--- src/rtl/riscv_pkg.sv ---
// Shared definitions for the integer register file: default widths, the
// register-address type, the hardwired zero register index and the byte-merge
// helper used by both the write path and the read bypass.
package riscv_pkg;

  localparam int XLEN_DEF  = 32;
  localparam int NREGS_DEF = 32;
  localparam int AW_DEF    = $clog2(NREGS_DEF);

  // Widest datapath the merge helper supports; narrower users zero-extend.
  localparam int XLEN_MAX  = 64;
  localparam int BE_MAX    = XLEN_MAX / 8;

  typedef logic [AW_DEF-1:0] regaddr_t;

  localparam int REG_ZERO = 0;

  // Replace the bytes of old_val selected by be with the matching bytes of new_val.
  function automatic logic [XLEN_MAX-1:0] merge_be(input logic [XLEN_MAX-1:0] old_val,
                                                   input logic [XLEN_MAX-1:0] new_val,
                                                   input logic [BE_MAX-1:0]   be);
    logic [XLEN_MAX-1:0] res;
    res = old_val;
    for (int b = 0; b < BE_MAX; b++) begin
      if (be[b]) res[8*b +: 8] = new_val[8*b +: 8];
    end
    return res;
  endfunction

endpackage

--- src/rtl/regfile_scoreboard.sv ---
// Per-register busy scoreboard. Issue sets a bit, writeback clears it, flush
// clears everything; busy_cnt is the registered popcount of the busy vector.
module regfile_scoreboard
  import riscv_pkg::*;
#(
  parameter int NREGS    = NREGS_DEF,
  parameter int ZERO_REG = 1,
  localparam int AW      = $clog2(NREGS)
) (
  input  logic             clk,
  input  logic             rst_n,
  input  logic             iss_en,
  input  logic [AW-1:0]    iss_addr,
  input  logic             wr_en,
  input  logic [AW-1:0]    wr_addr,
  input  logic             flush,
  output logic [NREGS-1:0] busy,
  output logic [AW:0]      busy_cnt
);

  logic [NREGS-1:0] busy_nxt;
  logic [AW:0]      cnt_nxt;

  // Next busy vector: flush beats everything, and a new issue beats a same-cycle writeback.
  always_comb begin
    busy_nxt = busy;
    if (flush) begin
      busy_nxt = '0;
    end else begin
      if (wr_en)  busy_nxt[wr_addr]  = 1'b0;
      if (iss_en) busy_nxt[iss_addr] = 1'b1;
    end
    if (ZERO_REG != 0) busy_nxt[REG_ZERO] = 1'b0;
  end

  // Popcount of the next busy vector so busy_cnt moves in the same cycle as the bits.
  always_comb begin
    cnt_nxt = '0;
    for (int r = 0; r < NREGS; r++) begin
      cnt_nxt = cnt_nxt + (AW+1)'(busy_nxt[r]);
    end
  end

  // Scoreboard state register.
  always_ff @(posedge clk or negedge rst_n) begin
    if (!rst_n) begin
      busy     <= '0;
      busy_cnt <= '0;
    end else begin
      busy     <= busy_nxt;
      busy_cnt <= cnt_nxt;
    end
  end

endmodule

--- src/rtl/regfile_sb.sv ---
// Integer register file with NRD combinational read ports, one byte-enabled
// write port, optional same-cycle write-to-read bypass and a busy scoreboard
// for RAW hazard detection between decode and writeback.
module regfile_sb
  import riscv_pkg::*;
#(
  parameter int XLEN     = XLEN_DEF,
  parameter int NREGS    = NREGS_DEF,
  parameter int NRD      = 2,
  parameter int BYPASS   = 1,
  parameter int ZERO_REG = 1,
  localparam int AW      = $clog2(NREGS),
  localparam int NBE     = XLEN / 8
) (
  input  logic              clk,
  input  logic              rst_n,
  input  logic [NRD*AW-1:0] rd_addr,
  output logic [NRD*XLEN-1:0] rd_data,
  output logic [NRD-1:0]    rd_busy,
  input  logic              wr_en,
  input  logic [AW-1:0]     wr_addr,
  input  logic [XLEN-1:0]   wr_data,
  input  logic [NBE-1:0]    wr_be,
  input  logic              iss_en,
  input  logic [AW-1:0]     iss_addr,
  input  logic              flush,
  output logic [AW:0]       busy_cnt
);

  logic [XLEN-1:0]  regs [NREGS];
  logic [NREGS-1:0] busy;
  logic             wr_zero;

  function automatic logic [XLEN-1:0] merge(input logic [XLEN-1:0] old_val,
                                            input logic [XLEN-1:0] new_val,
                                            input logic [NBE-1:0]  be);
    return XLEN'(merge_be(XLEN_MAX'(old_val), XLEN_MAX'(new_val), BE_MAX'(be)));
  endfunction

  assign wr_zero = (ZERO_REG != 0) && (wr_addr == AW'(REG_ZERO));

  // Storage array: byte-merged write; the hardwired zero register is never written.
  always_ff @(posedge clk or negedge rst_n) begin
    if (!rst_n) begin
      for (int r = 0; r < NREGS; r++) regs[r] <= '0;
    end else if (wr_en && !wr_zero) begin
      regs[wr_addr] <= merge(regs[wr_addr], wr_data, wr_be);
    end
  end

  regfile_scoreboard #(
    .NREGS    (NREGS),
    .ZERO_REG (ZERO_REG)
  ) u_sb (
    .clk      (clk),
    .rst_n    (rst_n),
    .iss_en   (iss_en),
    .iss_addr (iss_addr),
    .wr_en    (wr_en),
    .wr_addr  (wr_addr),
    .flush    (flush),
    .busy     (busy),
    .busy_cnt (busy_cnt)
  );

  for (genvar gi = 0; gi < NRD; gi++) begin : g_rd
    logic [AW-1:0]   a;
    logic            is_zero;
    logic            hit;
    logic [XLEN-1:0] stored;

    assign a       = rd_addr[gi*AW +: AW];
    assign is_zero = (ZERO_REG != 0) && (a == AW'(REG_ZERO));
    assign stored  = is_zero ? '0 : regs[a];
    // Bypass is held off during reset so the outputs show the cleared state.
    assign hit     = (BYPASS != 0) && rst_n && wr_en && (wr_addr == a) && !is_zero;

    // Read mux: forward the merged write data and the cleared busy bit on a bypass hit,
    // unless the same register is being re-issued this cycle.
    always_comb begin
      rd_data[gi*XLEN +: XLEN] = hit ? merge(stored, wr_data, wr_be) : stored;
      rd_busy[gi]              = (hit && !(iss_en && iss_addr == a)) ? 1'b0 : busy[a];
    end
  end

endmodule

--- config.mk ---
export PLATFORM = sky130hd
export DESIGN_NAME = regfile_sb
export DESIGN_NICKNAME = d
export VERILOG_FILES = /design/src/rtl/riscv_pkg.sv /design/src/rtl/regfile_scoreboard.sv /design/src/rtl/regfile_sb.sv
export SDC_FILE = /design/constraint.sdc
export NUM_CORES = 2
export LEC_CHECK = 0
export BUFFER_PORTS_ARGS = -buffer_cell sky130_fd_sc_hd__buf_2
export CAP_MARGIN = 20
export CORE_MARGIN = 2
export CORE_UTILIZATION = 55
export CTS_CLUSTER_SIZE = 16
export DETAILED_ROUTE_END_ITERATION = 10
export PLACE_DENSITY = 0.74
export SLEW_MARGIN = 20
export SYNTH_ARGS = -nofsm -noshare
export SYNTH_HDL_FRONTEND = slang
export SYNTH_SLANG_ARGS = --single-unit
--- constraint.sdc ---
create_clock -name clk -period 5.3 [get_ports clk]
set_clock_uncertainty 0.05 [all_clocks]
set_input_delay 0.795 -clock clk [delete_from_list [all_inputs] [get_ports clk]]
set_output_delay 0.795 -clock clk [all_outputs]
set_load 0.02 [all_outputs]
# [Word-level counts from Yosys, hierarchy flattened]
# Index checks and enable logic that the tools add are counted.
[word_totals] out_inout_bits=72 register_bits=1061 inputBits=61 elab_cells=151
[op_classes] bitwise_logic=6 muxes=46 n_lt_le_gt_ge=10 reduce_logical=21 addsub=30 eq_ne=4
[op_table] op="$bwmux 1024" n=1
[op_table] op="$bmux 32 s5" n=3
[op_table] op="$mux 32" n=15
[op_table] op="$add 6x1->6" n=29
[op_table] op="$demux 32 s5" n=1
[op_table] op="$mux 8" n=16
[op_table] op="$and 32x32->32" n=1
[op_table] op="$not 32->32" n=1
[op_table] op="$or 32x32->32" n=1
[op_table] op="$lt 5x6->1 const B" n=4
[op_table] op="$eq 5x5->1" n=4
[op_table] op="$ge 6x6->1 const B" n=3
[op_table] op="$not 5->6" n=3
[op_table] op="$logic_not 5->1" n=3
[op_table] op="$logic_and 1x1->1" n=13
[op_table] op="$bmux 1 s5" n=2
[op_table] op="$demux 1 s5" n=2
[op_table] op="$ge 5x1->1 const B" n=2
[op_table] op="$lt 6x1->1 const B" n=1
[op_table] op="$mux 1" n=6
[op_table] op="$logic_not 1->1" n=5
[op_table] op="$add 1x1->2" n=1

# [Longest topological paths before layout]
[depth] depth_word=41 ltp_mapped=27 ltp_nobuf=22

# [Cells and area by module]
# Synthesis repeated with hierarchy kept, for this count alone.
[hier_totals] hier_cells=6730 hier_area_um2=76530.9
[modules_own_cells] mod="regfile_sb" seq_area_each_um2=25624.6 cells_each=6473 n_inst=1 area_per_inst_um2=73970.9
[modules_own_cells] mod="regfile_scoreboard" seq_area_each_um2=925.9 cells_each=257 n_inst=1 area_per_inst_um2=2560.0

# [Least setup slack after synthesis]
# OpenSTA, ideal clock, no wires.
[synth_timing] kind="input-to-reg" from="in wr_addr[0]" to="reg u_sb.busy_cnt[4]" required_time_ns=5.170 setup_ns=0.080 path_stages=24 slack_ns=-1.409 arrival_time_ns=6.579 path_buffers=5 path_cell_list="buf_2 > buf_6 > buf_6 > buf_6 > nand2_1 > nor3_1 > nand2_1 > clkbuf_1 > a22oi_1 > nor2_1 > ha_1 > inv_1 > fa_1 > fa_1 > fa_1 > fa_1 > fa_1 > inv_1 > fa_1 > ha_1 > fa_1 > a21o_1 > a21oi_1 > xnor2_1"
[synth_between] elab_chain_len=41 word_cells_on_any_way=42 classes_between="add/sub: 30; order compare: 2; mux: 6; bitwise: 3; reduce/logical: 1"
[synth_rtl] element="start, declared" line="regfile_sb.sv:21" rtl="input logic [AW-1:0] wr_addr,"
[synth_rtl] element="$lt 5x6->1 (implied by the code) / $ge 5x1->1 (equally long branches)" line="regfile_scoreboard.sv:30" rtl="if (wr_en) busy_nxt[wr_addr] = 1'b0;"
[synth_rtl] element="$logic_and 1x1->1 (implied by the code)" line="regfile_scoreboard.sv:30"
[synth_rtl] element="$mux 1 (implied by the code)" line="regfile_scoreboard.sv:30"
[synth_rtl] element="$demux 1 s5 *"
[synth_rtl] element="$not 32->32 (no line) *"
[synth_rtl] element="$and 32x32->32 (no line) *"
[synth_rtl] element="$mux 32 *" line="regfile_scoreboard.sv:30"
[synth_rtl] element="$mux 32 *" line="regfile_scoreboard.sv:27" rtl="if (flush) begin"
[synth_rtl] element="$or 32x32->32 (no line)"
[synth_rtl] element="$mux 32 *" line="regfile_scoreboard.sv:31" rtl="if (iss_en) busy_nxt[iss_addr] = 1'b1;"
[synth_rtl] element="$mux 32 *" line="regfile_scoreboard.sv:27"
[synth_rtl] element="named net u_sb.busy_nxt[1]" line="regfile_scoreboard.sv:21" rtl="logic [NREGS-1:0] busy_nxt;"
[synth_rtl] element="$add 1x1->2 *" line="regfile_scoreboard.sv:40" rtl="cnt_nxt = cnt_nxt + (AW+1)'(busy_nxt[r]);"
[synth_rtl] element="$add 6x1->6 * (29 in series)" line="regfile_scoreboard.sv:40"
[synth_rtl] element="named net u_sb.cnt_nxt[4]" line="regfile_scoreboard.sv:22" rtl="logic [AW:0] cnt_nxt;"
[synth_rtl] element="end signal, assigned" line="regfile_scoreboard.sv:51" rtl="busy_cnt <= cnt_nxt;"
[synth_rtl] element="end, declared" line="regfile_scoreboard.sv:18" rtl="output logic [AW:0] busy_cnt"
# The timed path passes the listed nets; every way through them passes the cells marked *. The select of a mux whose other input is x is not followed.
# A chain may end at the register's enable or synchronous reset.

# [Worst setup path in the final report]
# Ends and elaborated chain as after synthesis.

==> impl_metrics.toml <==
[global_routing]
first_global_vias = 62900
grt_pass1_wl_um = 425000
grt_use_total_pct = 43.8
antenna_found_initial = 16
grt_start_max_net_pins = 166
overflow = 0

[yosys]
syn-instance-count = 6715
ys.flop_type = "dfrtp_1"
synthesis.area_um2 = 69900
synth.most_common_cell = "nand2_1"
yosys.area.top_type = "dfrtp_1"
synth-seq-cells = 1061
yosys_warnings = 0
yosys-top-cells-area = "dfrtp_1 38%, mux4_2 13%, o221ai_1 12%"
synth_edf_count = 0
synth_top_area_share_pct = 38.0
syn-num-nets = 6808
ys_seq_area_share_pct = 38.0
synth_area_per_cell_um2 = 10.4
synth_cell_type_count = 44
yosys-top-cells-count = "1176 x nand2_1, 1061 x dfrtp_1, 992 x o221ai_1, 843 x mux2i_1, 650 x clkbuf_1"
synthArstFlopShare_pct = 100

[critical_path]
cp-start-kind = "input port"
cp_max_fo = 3
critPathCaptureType = "flip-flop"
ff2ff_path_depth = 16
r2r_slack_ps = 240
cp.arrival_ps = 5880
required_ps = 5950
path_class = "in2reg"

[finish]
final_util_pct = 60.9
syn2layout_area_growth_pct = 9.78
drive_gt1_share_pct = 20.4
fillers = 10200
nNetsFinal = 6465

[route]
first_pass_iters = 7
wl_met3_um = 47500
routed.top_layer = "met5"
routedWlPerCell_um = 35.9
drc = 0
vias = 66200
vias_per_cell = 8.14
met2WireLength_um = 121000
wl_um = 292000
drt-initial-drc-count = 12600
wl_met1_um = 100000
ant_nets = 0

[sta]
setup_viol = 0
fin_crit_sh_pct = 98.8
rsz0062_at_grt = "true"
hold_viol_final = 0
maxSlewHeadroom_pct = 18.3
fmax_mhz = 191
hold_ws_ps = 169
period_minus_slack_ps = 5240
maxSlewViolCount = 0
worstMarginPinSlew_ps = 1220

[pwr]
power.density_nw_per_um2 = 341
p_leak_uw = 0.0324
vdd_ir_drop_max_mv = 0.324

[min_path]
hold_class = "in2reg"
min_path_cells = 2

[floorplanning]
die_area_um2 = 130000
die_h_um = 360
ios = 133
coreArea_um2 = 126000
core.rowCount = 130
dieWidth_um = 360
start_util_pct = 55.5

[placed_design]
io_buffers = 132
detailed_place_hpwl_um = 185000
place.gp.congestion = 1.05

[clocking]
cts_buffers = 118
clkTransAtPathRegs_ps = 60
cts_tree = "done"
h-tree-depth = 3
ctsRootBufferMaster = "clkbuf_16"
clock_latency_ps = 790
cts_sinks = 1061
cts_buffer_depth = 3

[job]
maxCapViolations = 0

[run_status]
outcome = "finished, final reports clean"
state kept, by name, summed over array words and instances, names as in the netlist:
register,count
regs,1024
u_sb.busy,31
u_sb.busy_cnt,6
metal layers:
layer	vias to the layer above	track usage, %
li1	25500	-
met1	32400	55.4
met2	6601	61.8
met3	1594	18.8
met4	26	26.6
met5	-	0.851
cell usage in the layout (no fill, tap or decap), types with 32 or more instances in the layout:
master / netlist / routed
a21oi_1: 227 / 225
a22oi_1: 459 / 456
a32o_1: 64 / 64
and2_1: 39 / 37
and3_1: 33 / 32
buf_12: 0 / 47
buf_2: 193 / 121
buf_4: 5 / 330
clkbuf_16: 0 / 122
dfrtp_1: 1061 / 1061
mux2i_1: 843 / 843
mux4_2: 396 / 396
nand2_1: 1176 / 1138
nand2_2: 0 / 37
nor3_1: 73 / 70
o221ai_1: 992 / 992
or2_2: 124 / 124
where the power goes:
group          total (uW)  switching (uW)  internal [uW]
Combinational        6670            3840           2820
Clock                8780            3700           5070
Sequential          10700            1360           9330
logic make-up (layout without fill, tap and decap cells):
| kind of cell | count (synthesis) | in the layout | share of synthesized area (%) |
|---|---|---|---|
| adders and majority gates | 32 | 32 | 0.820 |
| other | 0 | 9 | 0 |
| xor gates and xnor gates | 23 | 23 | 0.288 |
| DFF | 1061 | 1061 | 38.0 |
| buffers and inverters | 998 | 754 | 5.77 |
| AOI/OAI and AO/OA | 1835 | 1835 | 21.0 |
| muxes | 1242 | 1242 | 24.9 |
| and+or+nand+nor | 1524 | 1524 | 9.21 |
timing repair:
action,CTS,global route
hold buffers,1,0
endpoints found under the hold margin,33,0
endpoints found under the setup margin,1,22
pin swaps,0,3
setup buffers,0,1
gates resized for setup,1,5
per-stage QoR:
step	cells	total power (uW)	setup TNS (ps)	area, um2	setup WS, ps
finish	8130	26100	0	76700	63.9
detailed placement	7897	17100	-3490	72500	-755
CTS	8117	25700	0	76600	34.8
global placement	7896	16800	-3130	72500	-698
floorplan	6715	14700	-4460	70000	-961
global route	8125	26900	-46.6	76700	-46.6
critical path: stages:
cell      delay, ps
buf_8           140
nand2b_4        160
nor3_4          150
nand2_2         130
a22oi_2         130
nor2_1           80
ha_1            290
inv_1            80
fa_1            450
fa_1            530
fa_1            450
fa_1            540
fa_1            420
inv_1            90
fa_2            460
ha_4            180
fa_2            340
a21o_1          170
a21oi_2         130
xnor2_1         130
area by class of cell:
cell class | instances | area (um2) | share of cell area [%]
flip-flops and latches | 1061 | 26600 | 34.6
clock buffers | 176 | 3540 | 4.61
well taps | 1650 | 2060 | 2.69
clock inverters | 43 | 509 | 0.664
inverters | 24 | 90.1 | 0.117
multi-input cells | 4656 | 39700 | 51.8
diodes | 9 | 22.5 | 0.0294
repair buffers | 511 | 4220 | 5.50
path summary, 6_finish.rpt:
kind                               from               end
setup / recovery             wr_addr[0]  u_sb.busy_cnt[4]
hold / removal                    flush      u_sb.busy[1]
setup reg to reg           u_sb.busy[1]  u_sb.busy_cnt[4]
hold reg to reg              regs[1019]        regs[1019]
max in group asynchronous         rst_n         regs[938]
min in group asynchronous         rst_n          regs[31]
No activity file was read; power rests on OpenSTA's default activity.
